<file path="src/rtl/pipeline_ctrl_pkg.sv">
// Shared types for the pipeline hazard controller: FSM encoding, XZR index and
// the stall/flush control bundle with its canonical values.
package pipeline_ctrl_pkg;

    typedef enum logic [1:0] {
        ST_RUN      = 2'd0,
        ST_MEM_WAIT = 2'd1,
        ST_MUL_BUSY = 2'd2
    } stall_state_t;

    localparam logic [4:0] XZR_IDX = 5'd31;

    typedef struct packed {
        logic pc_write;
        logic ifid_write;
        logic idex_write;
        logic exmem_write;
        logic memwb_write;
        logic ifid_flush;
        logic idex_bubble;
        logic exmem_bubble;
        logic memwb_bubble;
    } ctrl_t;

    // Canonical control bundles, one per pipeline situation
    localparam ctrl_t CTRL_RUN = '{pc_write: 1'b1, ifid_write: 1'b1, idex_write: 1'b1,
                                   exmem_write: 1'b1, memwb_write: 1'b1, ifid_flush: 1'b0,
                                   idex_bubble: 1'b0, exmem_bubble: 1'b0, memwb_bubble: 1'b0};
    localparam ctrl_t CTRL_RESET = '{pc_write: 1'b0, ifid_write: 1'b1, idex_write: 1'b1,
                                     exmem_write: 1'b1, memwb_write: 1'b1, ifid_flush: 1'b1,
                                     idex_bubble: 1'b1, exmem_bubble: 1'b1, memwb_bubble: 1'b1};
    localparam ctrl_t CTRL_MEM_FREEZE = '{pc_write: 1'b0, ifid_write: 1'b0, idex_write: 1'b0,
                                          exmem_write: 1'b0, memwb_write: 1'b1, ifid_flush: 1'b0,
                                          idex_bubble: 1'b0, exmem_bubble: 1'b0, memwb_bubble: 1'b1};
    localparam ctrl_t CTRL_BRANCH = '{pc_write: 1'b1, ifid_write: 1'b1, idex_write: 1'b1,
                                      exmem_write: 1'b1, memwb_write: 1'b1, ifid_flush: 1'b1,
                                      idex_bubble: 1'b1, exmem_bubble: 1'b1, memwb_bubble: 1'b0};
    localparam ctrl_t CTRL_MUL_HOLD = '{pc_write: 1'b0, ifid_write: 1'b0, idex_write: 1'b0,
                                        exmem_write: 1'b1, memwb_write: 1'b1, ifid_flush: 1'b0,
                                        idex_bubble: 1'b0, exmem_bubble: 1'b1, memwb_bubble: 1'b0};
    localparam ctrl_t CTRL_LOAD_USE = '{pc_write: 1'b0, ifid_write: 1'b0, idex_write: 1'b1,
                                        exmem_write: 1'b1, memwb_write: 1'b1, ifid_flush: 1'b0,
                                        idex_bubble: 1'b1, exmem_bubble: 1'b0, memwb_bubble: 1'b0};

endpackage

</file>
<file path="src/rtl/hazard_lu_detect.sv">
// Load-use hazard compare: a load in EX whose destination feeds the ID instruction.
module hazard_lu_detect
    import pipeline_ctrl_pkg::*;
(
    input  logic       ex_memread,
    input  logic [4:0] ex_rd,
    input  logic [4:0] id_rn1,
    input  logic [4:0] id_rm2,
    input  logic       id_uses_rm2,
    output logic       load_use
);

    // XZR is never a real producer, so it can never create a dependency
    assign load_use = ex_memread && (ex_rd != XZR_IDX) &&
                      ((ex_rd == id_rn1) || (id_uses_rm2 && (ex_rd == id_rm2)));

endmodule

</file>
<file path="src/rtl/pipeline_hazard_ctrl.sv">
// Stall/flush sequencer for the 5-stage pipe: load-use, data-memory wait states,
// multi-cycle multiply and taken-branch squash, plus a stall-cycle counter.
module pipeline_hazard_ctrl
    import pipeline_ctrl_pkg::*;
#(
    parameter int unsigned MUL_LATENCY = 4,
    parameter int unsigned CNT_W       = 16
)
(
    input  logic             CLK,
    input  logic             RESET,
    input  logic [4:0]       ID_RN1_IN,
    input  logic [4:0]       ID_RM2_IN,
    input  logic             ID_USES_RM2_IN,
    input  logic             EX_MEMREAD_IN,
    input  logic [4:0]       EX_RD_IN,
    input  logic             EX_MUL_IN,
    input  logic             MEM_ACCESS_IN,
    input  logic             DMEM_READY_IN,
    input  logic             MEM_BRANCH_TAKEN_IN,
    output logic             PC_WRITE,
    output logic             IFID_WRITE,
    output logic             IDEX_WRITE,
    output logic             EXMEM_WRITE,
    output logic             MEMWB_WRITE,
    output logic             IFID_FLUSH,
    output logic             IDEX_BUBBLE,
    output logic             EXMEM_BUBBLE,
    output logic             MEMWB_BUBBLE,
    output logic [1:0]       STALL_STATE,
    output logic [CNT_W-1:0] STALL_CYCLES
);

    localparam int unsigned    MC_W       = (MUL_LATENCY > 2) ? $clog2(MUL_LATENCY) : 1;
    localparam int unsigned    MUL_LOAD_I = (MUL_LATENCY > 1) ? (MUL_LATENCY - 2) : 0;
    localparam logic [MC_W-1:0] MUL_LOAD  = MC_W'(MUL_LOAD_I);
    localparam logic           MUL_STALLS = (MUL_LATENCY > 1);

    stall_state_t     state;
    logic [MC_W-1:0]  mul_cnt;
    logic [CNT_W-1:0] stall_cnt;
    logic             load_use;
    logic             mem_stall;
    ctrl_t            ctrl;

    hazard_lu_detect u_lu (
        .ex_memread  (EX_MEMREAD_IN),
        .ex_rd       (EX_RD_IN),
        .id_rn1      (ID_RN1_IN),
        .id_rm2      (ID_RM2_IN),
        .id_uses_rm2 (ID_USES_RM2_IN),
        .load_use    (load_use)
    );

    assign mem_stall = MEM_ACCESS_IN && !DMEM_READY_IN;

    // Same-cycle control decode from current state and hazard inputs
    always_comb begin
        ctrl = CTRL_RUN;
        if (RESET) begin
            ctrl = CTRL_RESET;
        end else begin
            case (state)
                ST_RUN: begin
                    if (mem_stall)                      ctrl = CTRL_MEM_FREEZE;
                    else if (MEM_BRANCH_TAKEN_IN)       ctrl = CTRL_BRANCH;
                    else if (EX_MUL_IN && MUL_STALLS)   ctrl = CTRL_MUL_HOLD;
                    else if (load_use)                  ctrl = CTRL_LOAD_USE;
                end
                ST_MEM_WAIT: begin
                    if (!DMEM_READY_IN) ctrl = CTRL_MEM_FREEZE;
                end
                ST_MUL_BUSY: begin
                    if (mem_stall)              ctrl = CTRL_MEM_FREEZE;
                    else if (mul_cnt != '0)     ctrl = CTRL_MUL_HOLD;
                end
                default: ctrl = CTRL_RUN;
            endcase
        end
    end

    // State, multiply countdown and saturating stall counter
    always_ff @(posedge CLK) begin
        if (RESET) begin
            state     <= ST_RUN;
            mul_cnt   <= '0;
            stall_cnt <= '0;
        end else begin
            if (!ctrl.pc_write && (stall_cnt != {CNT_W{1'b1}})) begin
                stall_cnt <= stall_cnt + CNT_W'(1);
            end
            case (state)
                ST_RUN: begin
                    if (mem_stall) begin
                        state <= ST_MEM_WAIT;
                    end else if (!MEM_BRANCH_TAKEN_IN && EX_MUL_IN && MUL_STALLS) begin
                        state   <= ST_MUL_BUSY;
                        mul_cnt <= MUL_LOAD;
                    end
                end
                ST_MEM_WAIT: begin
                    if (DMEM_READY_IN) state <= ST_RUN;
                end
                ST_MUL_BUSY: begin
                    if (!mem_stall) begin
                        if (mul_cnt == '0) state <= ST_RUN;
                        else               mul_cnt <= mul_cnt - MC_W'(1);
                    end
                end
                default: state <= ST_RUN;
            endcase
        end
    end

    assign PC_WRITE     = ctrl.pc_write;
    assign IFID_WRITE   = ctrl.ifid_write;
    assign IDEX_WRITE   = ctrl.idex_write;
    assign EXMEM_WRITE  = ctrl.exmem_write;
    assign MEMWB_WRITE  = ctrl.memwb_write;
    assign IFID_FLUSH   = ctrl.ifid_flush;
    assign IDEX_BUBBLE  = ctrl.idex_bubble;
    assign EXMEM_BUBBLE = ctrl.exmem_bubble;
    assign MEMWB_BUBBLE = ctrl.memwb_bubble;
    assign STALL_STATE  = state;
    assign STALL_CYCLES = stall_cnt;

endmodule

</file>
<file path="config.mk">
export PLATFORM = sky130hd
export DESIGN_NAME = pipeline_hazard_ctrl
export DESIGN_NICKNAME = d
export VERILOG_FILES = /design/src/rtl/pipeline_ctrl_pkg.sv /design/src/rtl/hazard_lu_detect.sv /design/src/rtl/pipeline_hazard_ctrl.sv
export SDC_FILE = /design/constraint.sdc
export NUM_CORES = 1
export LEC_CHECK = 0
export CORE_UTILIZATION = 37
export DETAILED_ROUTE_END_ITERATION = 8
export PLACE_DENSITY = 0.77
export SLEW_MARGIN = 20
export SYNTH_ARGS = -nofsm -noshare
export SYNTH_HDL_FRONTEND = slang
export SYNTH_HIERARCHICAL = 1
export SYNTH_SLANG_ARGS = --single-unit
</file>
<file path="constraint.sdc">
create_clock -name CLK -period 2.7 [get_ports CLK]
set_input_delay 0.54 -clock CLK [delete_from_list [all_inputs] [get_ports CLK]]
set_output_delay 0.54 -clock CLK [all_outputs]
set_load 0.02 [all_outputs]
</file>
Yosys cells after proc, flatten, opt, wreduce, memory -nomap -nowiden
Index checks and enable logic that the tools add are counted.
{"block": "word_totals", "out_inout_bits": 27, "ff_bits": 20}
{"block": "op_classes", "reduce_logical": 16, "n_eq_ne": 13, "addsub": 2, "muxes": 19}
{"cell": "2-to-1 mux 9 bit", "count": 8}
{"cell": "case mux 9 bit (3 select lines)", "count": 1}
{"cell": "adder 16 x 1 -> 16 bit, second input constant", "count": 1}
{"cell": "2-to-1 mux 2 bit", "count": 8}
{"cell": "inequality test 16 bit, second input constant", "count": 1}
{"cell": "inequality test 2 bit, second input constant", "count": 6}
{"cell": "== test 5 bit", "count": 2}
{"cell": "logical AND 1 bit", "count": 6}
{"cell": "case mux 2 bit (3 select lines)", "count": 1}
{"cell": "inequality test 5 bit, second input constant", "count": 1}
{"cell": "AND reduction 5 bit", "count": 1}
{"cell": "logical NOT 2 bit", "count": 2}
{"cell": "case mux 2 bit (2 select lines)", "count": 1}
{"cell": "AND reduction 4 bit", "count": 1}
{"cell": "nonzero test 2 bit", "count": 2}
{"cell": "logical NOT 1 bit", "count": 3}
{"cell": "inequality test 3 bit, second input constant", "count": 1}
{"cell": "== test 2 x 1 -> 1 bit, second input constant", "count": 1}
{"cell": "== test 2 bit, second input constant", "count": 1}
{"cell": "subtractor 2 x 1 -> 2 bit, second input constant", "count": 1}
{"cell": "logical OR 1 bit", "count": 1}

Depth between registers and ports, before layout
{"block": "logic_depth", "depth_word": 12, "ltp_mapped": 10}

Cells and area by module
The synthesis kept the hierarchy.
{"mod": "pipeline_hazard_ctrl", "n_inst": 1, "seq_area_each_um2": 400.4, "area_per_inst_um2": 1226.2, "cells_per_inst": 150}
{"mod": "hazard_lu_detect", "n_inst": 1, "seq_area_each_um2": 0.0, "area_per_inst_um2": 127.6, "cells_per_inst": 18}

Worst setup path after synthesis
OpenSTA, ideal clock, no wires.
{"block": "synth_path", "path_type": "input to register", "from": "input EX_RD_IN[3]", "to": "register stall_cnt[6], in the netlist STALL_CYCLES[6]", "path_stages": 9, "arrival_time_ns": 2.275, "setup_slack_ns": 0.304, "n_path_buf": 1, "required_time_ns": 2.579, "path_cell_list": "xor2_1 nor4_1 nand3_1 a21oi_1 o21bai_1 a21o_1 buf_6 nor4_1 mux2_2"}
{"block": "synth_via", "elab_chain_cells": 12, "word_cells_on_any_way": 15, "classes_between": "eq/ne: 3; mux: 6; reduce/logical: 6"}
{"element": "start, declared", "line_no": "pipeline_hazard_ctrl.sv:16", "rtl": "input logic [4:0] EX_RD_IN,"}
{"element": "== test 5 bit", "line_no": "hazard_lu_detect.sv:15", "rtl": "((ex_rd == id_rn1) || (id_uses_rm2 && (ex_rd == id_rm2)));"}
{"element": "logical AND 1 bit", "line_no": "hazard_lu_detect.sv:15"}
{"element": "logical OR 1 bit", "line_no": "hazard_lu_detect.sv:15"}
{"element": "logical AND 1 bit (*)", "line_no": "hazard_lu_detect.sv:14", "rtl": "assign load_use = ex_memread && (ex_rd != XZR_IDX) &&"}
{"element": "via load_use", "line_no": "pipeline_hazard_ctrl.sv:42", "rtl": "logic load_use;"}
{"element": "2-to-1 mux 9 bit (*)", "line_no": "pipeline_hazard_ctrl.sv:68", "rtl": "else if (load_use) ctrl = CTRL_LOAD_USE;"}
{"element": "2-to-1 mux 9 bit (*)", "line_no": "pipeline_hazard_ctrl.sv:67", "rtl": "else if (EX_MUL_IN && MUL_STALLS) ctrl = CTRL_MUL_HOLD;"}
{"element": "2-to-1 mux 9 bit (*)", "line_no": "pipeline_hazard_ctrl.sv:66", "rtl": "else if (MEM_BRANCH_TAKEN_IN) ctrl = CTRL_BRANCH;"}
{"element": "2-to-1 mux 9 bit (*)", "line_no": "pipeline_hazard_ctrl.sv:65", "rtl": "if (mem_stall) ctrl = CTRL_MEM_FREEZE;"}
{"element": "case mux 9 bit (3 select lines) (*)", "line_no": "pipeline_hazard_ctrl.sv:63", "rtl": "case (state)"}
{"element": "2-to-1 mux 9 bit (*)", "line_no": "pipeline_hazard_ctrl.sv:60", "rtl": "if (RESET) begin"}
{"element": "logical NOT 1 bit (*)", "line_no": "pipeline_hazard_ctrl.sv:89", "rtl": "if (!ctrl.pc_write && (stall_cnt != {CNT_W{1'b1}})) begin"}
{"element": "logical AND 1 bit (*)", "line_no": "pipeline_hazard_ctrl.sv:89"}
{"element": "end signal, assigned", "line_no": "pipeline_hazard_ctrl.sv:90", "rtl": "stall_cnt <= stall_cnt + CNT_W'(1);"}
{"element": "end, declared", "line_no": "pipeline_hazard_ctrl.sv:41", "rtl": "logic [CNT_W-1:0] stall_cnt;"}
The timed path passes the listed nets; every way through them passes the cells marked *.
A chain may end at the register's enable or synchronous reset.

Worst setup path in the final report
{"block": "layout_path", "from": "input ID_RM2_IN[3]", "to": "output IFID_WRITE"}
{"block": "layout_via", "elab_chain_cells": 10}
{"element": "start, declared", "line_no": "pipeline_hazard_ctrl.sv:13", "rtl": "input logic [4:0] ID_RM2_IN,"}
{"element": "== test 5 bit", "line_no": "hazard_lu_detect.sv:15"}
{"element": "logical AND 1 bit", "line_no": "hazard_lu_detect.sv:15"}
{"element": "logical OR 1 bit", "line_no": "hazard_lu_detect.sv:15"}
{"element": "logical AND 1 bit", "line_no": "hazard_lu_detect.sv:14"}
{"element": "via load_use", "line_no": "pipeline_hazard_ctrl.sv:42"}
{"element": "2-to-1 mux 9 bit", "line_no": "pipeline_hazard_ctrl.sv:68"}
{"element": "2-to-1 mux 9 bit", "line_no": "pipeline_hazard_ctrl.sv:67"}
{"element": "2-to-1 mux 9 bit", "line_no": "pipeline_hazard_ctrl.sv:66"}
{"element": "2-to-1 mux 9 bit", "line_no": "pipeline_hazard_ctrl.sv:65"}
{"element": "case mux 9 bit (3 select lines)", "line_no": "pipeline_hazard_ctrl.sv:63"}
{"element": "2-to-1 mux 9 bit", "line_no": "pipeline_hazard_ctrl.sv:60"}
{"element": "end, declared", "line_no": "pipeline_hazard_ctrl.sv:22", "rtl": "output logic IFID_WRITE,"}
The timed path passes the listed nets, and every way through them passes these cells.

==> impl_metrics.tcl <==
set metrics [dict create \
    outcome "finished clean" \
    async_reset_ff_frac 0 \
    cts_tree "built" \
    die_h_um 62.5 \
    cts_buffer_depth 2 \
    hp-class "flip-flop to flip-flop" \
    routed.top_layer "met4" \
    power_leakage_nw 0.864 \
    fin_cells 287 \
    critPathBufInv 2 \
    setup_viol 0 \
    num_rows 21 \
    whs_endpoint "mul_cnt[1]" \
    synth_compound_area_frac 0.166 \
    period_needed_ns 2.59 \
    cts_inserted_buffers 3 \
    ys_seq_area_frac 0.296 \
    ys_warn_count 6 \
    drc 0 \
    synthTopCellsByArea "dfxtp_1, xor2_1, a21oi_1, nor2_1, mux2_2" \
    grt_pass1_vias 1304 \
    min_from "mul_cnt[1]" \
    endpoint_kind "output port" \
    wirelength_um 3480 \
    holdPathStages 2 \
    grt_antenna_before_repair 0 \
    ios 50 \
    firstDrtPassIters 4 \
    avgSynthCellArea_um2 8.06 \
    vdd_drop_max_uv 223 \
    crit_family "compound AO/OA/AOI/OAI gates" \
    cap_violations 0 \
    holdWs_ns 0.509 \
    synth-simple-area-share 0.323 \
    io_buffer_count 48 \
    syn-cell-area_um2 1350 \
    power.density_nw_per_um2 370 \
    path_max_fanout 3 \
    hpwlAfterDp_um 2590 \
    register_area_um2 400 \
    yosysMostFrequentCell "dfxtp_1" \
    synth_mux_area_frac 0.0564 \
    grt_max_degree 21 \
    place_ws_ns -0.634 \
    r2r_end "STALL_CYCLES[14]" \
    start_util 0.396 \
    grt_overflow 0 \
    met2_length_um 1650 \
    path_cells "clkdlybuf4s15_1 -> xor2_1 -> nor4_1 -> nand3_1 -> a21oi_2 -> o21bai_2 -> a21oi_2 -> nand2b_1 -> buf_2" \
    synth_cell_types 43 \
    core_um2 3420 \
    m1WireLength_um 1610 \
    synth_common_cells "dfxtp_1, nor2_1, a21oi_1" \
    die-area_um2 3910 \
    vias 1497 \
    dp_cells 277 \
    met3_length_um 175 \
    r2r_cells 12 \
    placed_area_um2 2010 \
    timing.final.crit_share 0.960 \
    finalHoldViolCount 0 \
    multi_input_area_um2 907 \
    worstSetupPathType "input pin to output port" \
    synth_edf_count 0 \
    yosys_register_bits 20 \
    synth_flop_cell "dfxtp_1" \
    fmax_mhz 386 \
    layout-drive-gt1-share 0.241 \
    stdcell_area_um2 2130 \
    groute.usage.overall 0.180 \
    synthToLayoutAreaGrowth_pct 57.3 \
    slew_viol_final 0 \
    grt_pass1_wl_um 5690 \
    startpoint_type "input pin" \
    clock-sinks 20 \
    nFillCells 306 \
    drt_iter0_markers 42 \
    synth_top_family_by_area "simple AND/OR/NAND/NOR gates" \
    finalSetupTns_ns 0 \
    finClkSkew_ns 0.00793 \
    synth_area_leader_cell "dfxtp_1" \
    syn-instance-count 168 \
    crit_top_cell "a21oi_2" \
    die_w_um 62.5 \
    rrSetupSlack_ns 0.49 \
    n_antenna_cell 0 \
    drtAntennaViolNets 0 \
    root_buffer "clkbuf_4" \
    h-tree-depth 1 \
    via_per_inst 5.22 \
    rsz0062_at_grt "false" \
    cts.clk_slew.worst_paths_ns 0.11 \
    fin_nets 267 \
    wl_per_cell_um 12.1 \
    synth_top_area_frac 0.296 \
    routabilityCongestion 0.756 \
    clock_latency_ns 0.31 \
    synth.net_count 193 \
    required_ns 2.16 \
    cpPeakStageDelay_ns 0.28 \
    setup_slack_ns 0.108 \
    cpMaxStageDelayCell "nor4_1" \
    worst_ep_arrival_time_ns 2.05 \
    synth_xor_xnor_area_share 0.0712 \
    synth-adder-area-share 0.0185 \
    reg2reg_from "STALL_STATE[1]" \
]
worst register-to-register path, cell delays in order, from the launching register on:
cell,delay [ns]
dfxtp_1,0.56
nand2_1,0.18
o21ai_2,0.23
a21oi_2,0.09
buf_4,0.14
buf_4,0.12
buf_4,0.12
buf_4,0.12
buf_4,0.12
buf_4,0.12
buf_4,0.14
a31oi_4,0.13
a211oi_2,0.06
final cells by class:
class                           count  share of cell area
Tap cell                           46              0.0270
Multi-Input combinational cell    133               0.426
Clock buffer                        4              0.0170
Inverter                            5             0.00881
Sequential cell                    20               0.188
Timing Repair Buffer               79               0.333
worst max-delay path by stage:
stage | cells past startpoint | slack (ns) | end | startpoint
after floorplan | 9 | 0.30 | STALL_CYCLES[6] | EX_RD_IN[3]
after global placement | 9 | -0.58 | IFID_WRITE | EX_RD_IN[0]
after detailed placement | 9 | -0.63 | IFID_WRITE | EX_RD_IN[0]
after CTS | 18 | -0.05 | STALL_CYCLES[14] | EX_RD_IN[2]
after global routing | 9 | 0.005 | IFID_WRITE | ID_RM2_IN[3]
final | 9 | 0.11 | IFID_WRITE | ID_RM2_IN[3]
registers in the layout (all words and copies together), names as in the netlist:
signal	count
mul_cnt	2
STALL_CYCLES	16
STALL_STATE	2
where the power goes:
part           leakage [nW]  total (mW)  internal (mW)  switching (mW)
Sequential            0.162       0.322          0.305          0.0169
Clock                0.0210       0.176         0.0824          0.0935
Combinational         0.681       0.289          0.156           0.133
stage by stage:
stage	total power, mW	util
finish	0.787	0.623
floorplan	0.457	-
detailed placement	0.590	0.588
CTS	0.794	0.614
global route	0.835	0.623
global placement	0.586	0.588
placed cells by master, fill, tap and decap left out, drive strengths merged, types with 4 or more instances in the layout:
cell type	instances
nand3	8
nand4	5
nor4	4
buf	34
o21ai	6
a21oi	12
inv	5
or4	7
dfxtp	20
nand2	7
clkdlybuf4s50	29
xor2	8
o31ai	7
dlymetal6s2s	9
nor2	16
nor3	10
nor2b	7
mux2	5
clkbuf	7
cell families (layout without fill, tap and decap cells):
logic type      after synthesis  count (layout)
xor+xnor                     11              11
fa+ha+maj                     2               2
compound gates               35              35
other cells                   1               1
mux                           7               7
buf+inv                      15              88
flops                        20              20
simple gates                 77              77
repair_timing:
action	in CTS	in global routing
gates resized for setup	26	23
pin swaps	10	9
setup endpoints to repair	17	20
buffers inserted	8	1
hold buffers	0	0
per-layer routing:
metal | GRT usage | vias up
li1 | - | 763
met1 | 0.229 | 686
met2 | 0.300 | 44
met3 | 0.0292 | 4
met4 | 0.0698 | 0
met5 | 0 | -
(Power assumes the default switching activity.)
==> patch, RTL diff (config.mk and constraints unchanged) <==
`MUL_LATENCY`: 4 -> 2.
--- a/src/rtl/pipeline_hazard_ctrl.sv
+++ b/src/rtl/pipeline_hazard_ctrl.sv
@@ -5,3 +5,3 @@
 #(
-    parameter int unsigned MUL_LATENCY = 4,
+    parameter int unsigned MUL_LATENCY = 2,
     parameter int unsigned CNT_W       = 16
Behaviour: not the same (Yosys sat finds a counterexample within 4 cycles, from zero or initial values and one cycle with RESET high).
==> patch against the original RTL <==
Hold slack improved by 2.4 ps. Design area fell by 12%. Largest power group unchanged. Setup slack worse by 210 ps. Routed wire length is essentially flat. The run now ends with setup timing left. Area after synthesis is 12% lower. Synthesized cell count fell by 10%. First-iteration DRC count grew 36%. Power is 20% lower. Sequential cell count down 2. Sequential power fell by 12%.
==> patch: results (changes against the original RTL) <==
stage,metric,value,unit,change
detailed_routing,vias,1347,,was 1497
cells_and_area,multi_input_area,821,µm²,was 907 µm²
logic_synthesis,synth_top_cells_by_area,"dfxtp_1 (30%), xor2_1 (9.6%), nor2_1 (6.6%)",,"was dfxtp_1 (30%), xor2_1 (5.2%), a21oi_1 (4.4%)"
timing,setup_viol,5,,was 0
cells_and_area,fill_cells,274,,was 306
logic_synthesis,synth-edff-count,0,,unchanged
timing,fin_setup_tns,-233,ps,was 0 ps
power_and_ir_drop,ir_drop,271,µV,was 223 µV
global_route,grtUsageTotal,0.211,,was 0.180
run_status,status,"complete, but fails checks",,"was finished, final reports clean"
detailed_routing,drtIter0Drc,57,,was 42
logic_synthesis,syn-instance-count,151,,was 168
cells_and_area,fin_cells,258,,was 287
logic_synthesis,async_reset_ff_frac,0,,unchanged
clock_network,clk_path_buf_depth,2,,unchanged
timing,fin_ws,-106,ps,was 108 ps
logic_synthesis,netlist_top_cells_count,"nor2_1 (21), dfxtp_1 (18), xor2_1 (13), nand4_1 (9), a21oi_1 (8)",,"was dfxtp_1 (20), nor2_1 (16), a21oi_1 (12), nor3_1 (9)"
logic_synthesis,syn_nets,175,,was 193
clock_network,htreeDepth,1,,unchanged
global_route,grt_pass1_wl,5680,µm,was 5690 µm
run_status,violations,setup timing,,
detailed_routing,wire_per_inst,13.5,µm,was 12.1 µm
critical_path,crit_fanout,3,,unchanged
timing,finClkSkew,1.39,ps,was 7.93 ps
place,post_dp_cell_area,0.00181,mm²,was 0.00201 mm²
clock_network,cts_hold_buffers,0,,unchanged
logic_synthesis,synth.distinct_cells,34,,was 43
power_and_ir_drop,p_leak,0.737,nW,was 0.864 nW
power_and_ir_drop,power.switching,182,µW,was 243 µW
place,placedCellCount,251,,was 277
clock_network,root_buffer,clkbuf_4,,unchanged
cells_and_area,drive_above_1_share,0.220,,was 0.241
cells_and_area,n_antenna_cell,0,,unchanged
cells_and_area,final_nets,239,,was 267
place,hpwlAfterDp,2610,µm,was 2590 µm
logic_synthesis,synth-seq-area-share,0.303,,was 0.296
place,gp_congestion,0.817,,was 0.756
clock_network,clk_latency,290,ps,was 310 ps
-- patch: changes by cell type after synthesis, moves of 5 or more --
cell | before | now
nor3_1 | 9 | 3
o31ai_1 | 7 | 2
nor2_1 | 16 | 21
or4_1 | 7 | 1
mux2_2 | 5 | 0
nor2b_1 | 6 | 1
xor2_1 | 8 | 13
-- patch: cell families after synthesis --
kind of cell | share of synthesized area
and+or+nand+nor | 0.330
AOI/OAI and AO/OA | 0.139
xor gates and xnor gates | 0.148
DFF | 0.303
buffers and inverters | 0.0495
muxes | 0.0169
adders and majority gates | 0.0105
other | 0.00316
-- patch: worst paths after layout --
kind,startpoint,end,slack (ps),depth (start not counted)
max,ID_RM2_IN[0],STALL_CYCLES[14]$_SDFFE_PP0P_,-110,10
min,STALL_CYCLES[10]$_SDFFE_PP0P_,STALL_CYCLES[10]$_SDFFE_PP0P_,510,2
max reg2reg,STALL_CYCLES[3]$_SDFFE_PP0P_,STALL_CYCLES[14]$_SDFFE_PP0P_,650,5
min reg2reg,STALL_CYCLES[10]$_SDFFE_PP0P_,STALL_CYCLES[10]$_SDFFE_PP0P_,510,2
-- patch: timing repair --
action,in CTS,in global routing
buffers inserted,1,3
endpoints found under the setup margin,17,9
endpoints found under the hold margin,0,0
pin swaps,8,16
resized for setup,30,36
-- patch: layer usage --
metal | vias to the layer above | track usage | wire, µm
met5 | - | 0 | 0
met4 | 0 | 0.0748 | 36
met3 | 6 | 0.0132 | 174
met2 | 47 | 0.392 | 1740
met1 | 628 | 0.255 | 1530
li1 | 666 | - | -
-- patch: critical path, stage by stage --
cell and delay [ps]:
buf_6 90, xor2_1 150, nor4_1 380, nand3_1 170
a21oi_2 240, nor2_4 60, o311a_4 360, or4b_4 560
or3_4 390, a21oi_2 110
-- patch: metrics by stage --
stage | worst slack (ps) | hold slack, ps
floorplan | 23.6 | 559
global placement | -583 | 486
detailed placement | -652 | 493
CTS | -23.5 | 514
global route | -144 | 539
finish | -106 | 511
-- patch: power groups by stage --
stage | combinational (mW) | sequential [mW] | clock [mW]
3_3_place_gp | 0.178 | 0.288 | 0
6_report | 0.184 | 0.283 | 0.163
3_5_place_dp | 0.185 | 0.289 | 0
2_1_floorplan | 0.0768 | 0.296 | 0
5_1_grt | 0.200 | 0.284 | 0.177
4_1_cts | 0.174 | 0.283 | 0.167
-- patch: cell type report --
cell class | count | area share
clock buffers | 4 | 0.0194
inverters | 4 | 0.00802
multi-input cells | 120 | 0.438
flip-flops and latches | 18 | 0.192
well taps | 44 | 0.0294
repair buffers | 68 | 0.313
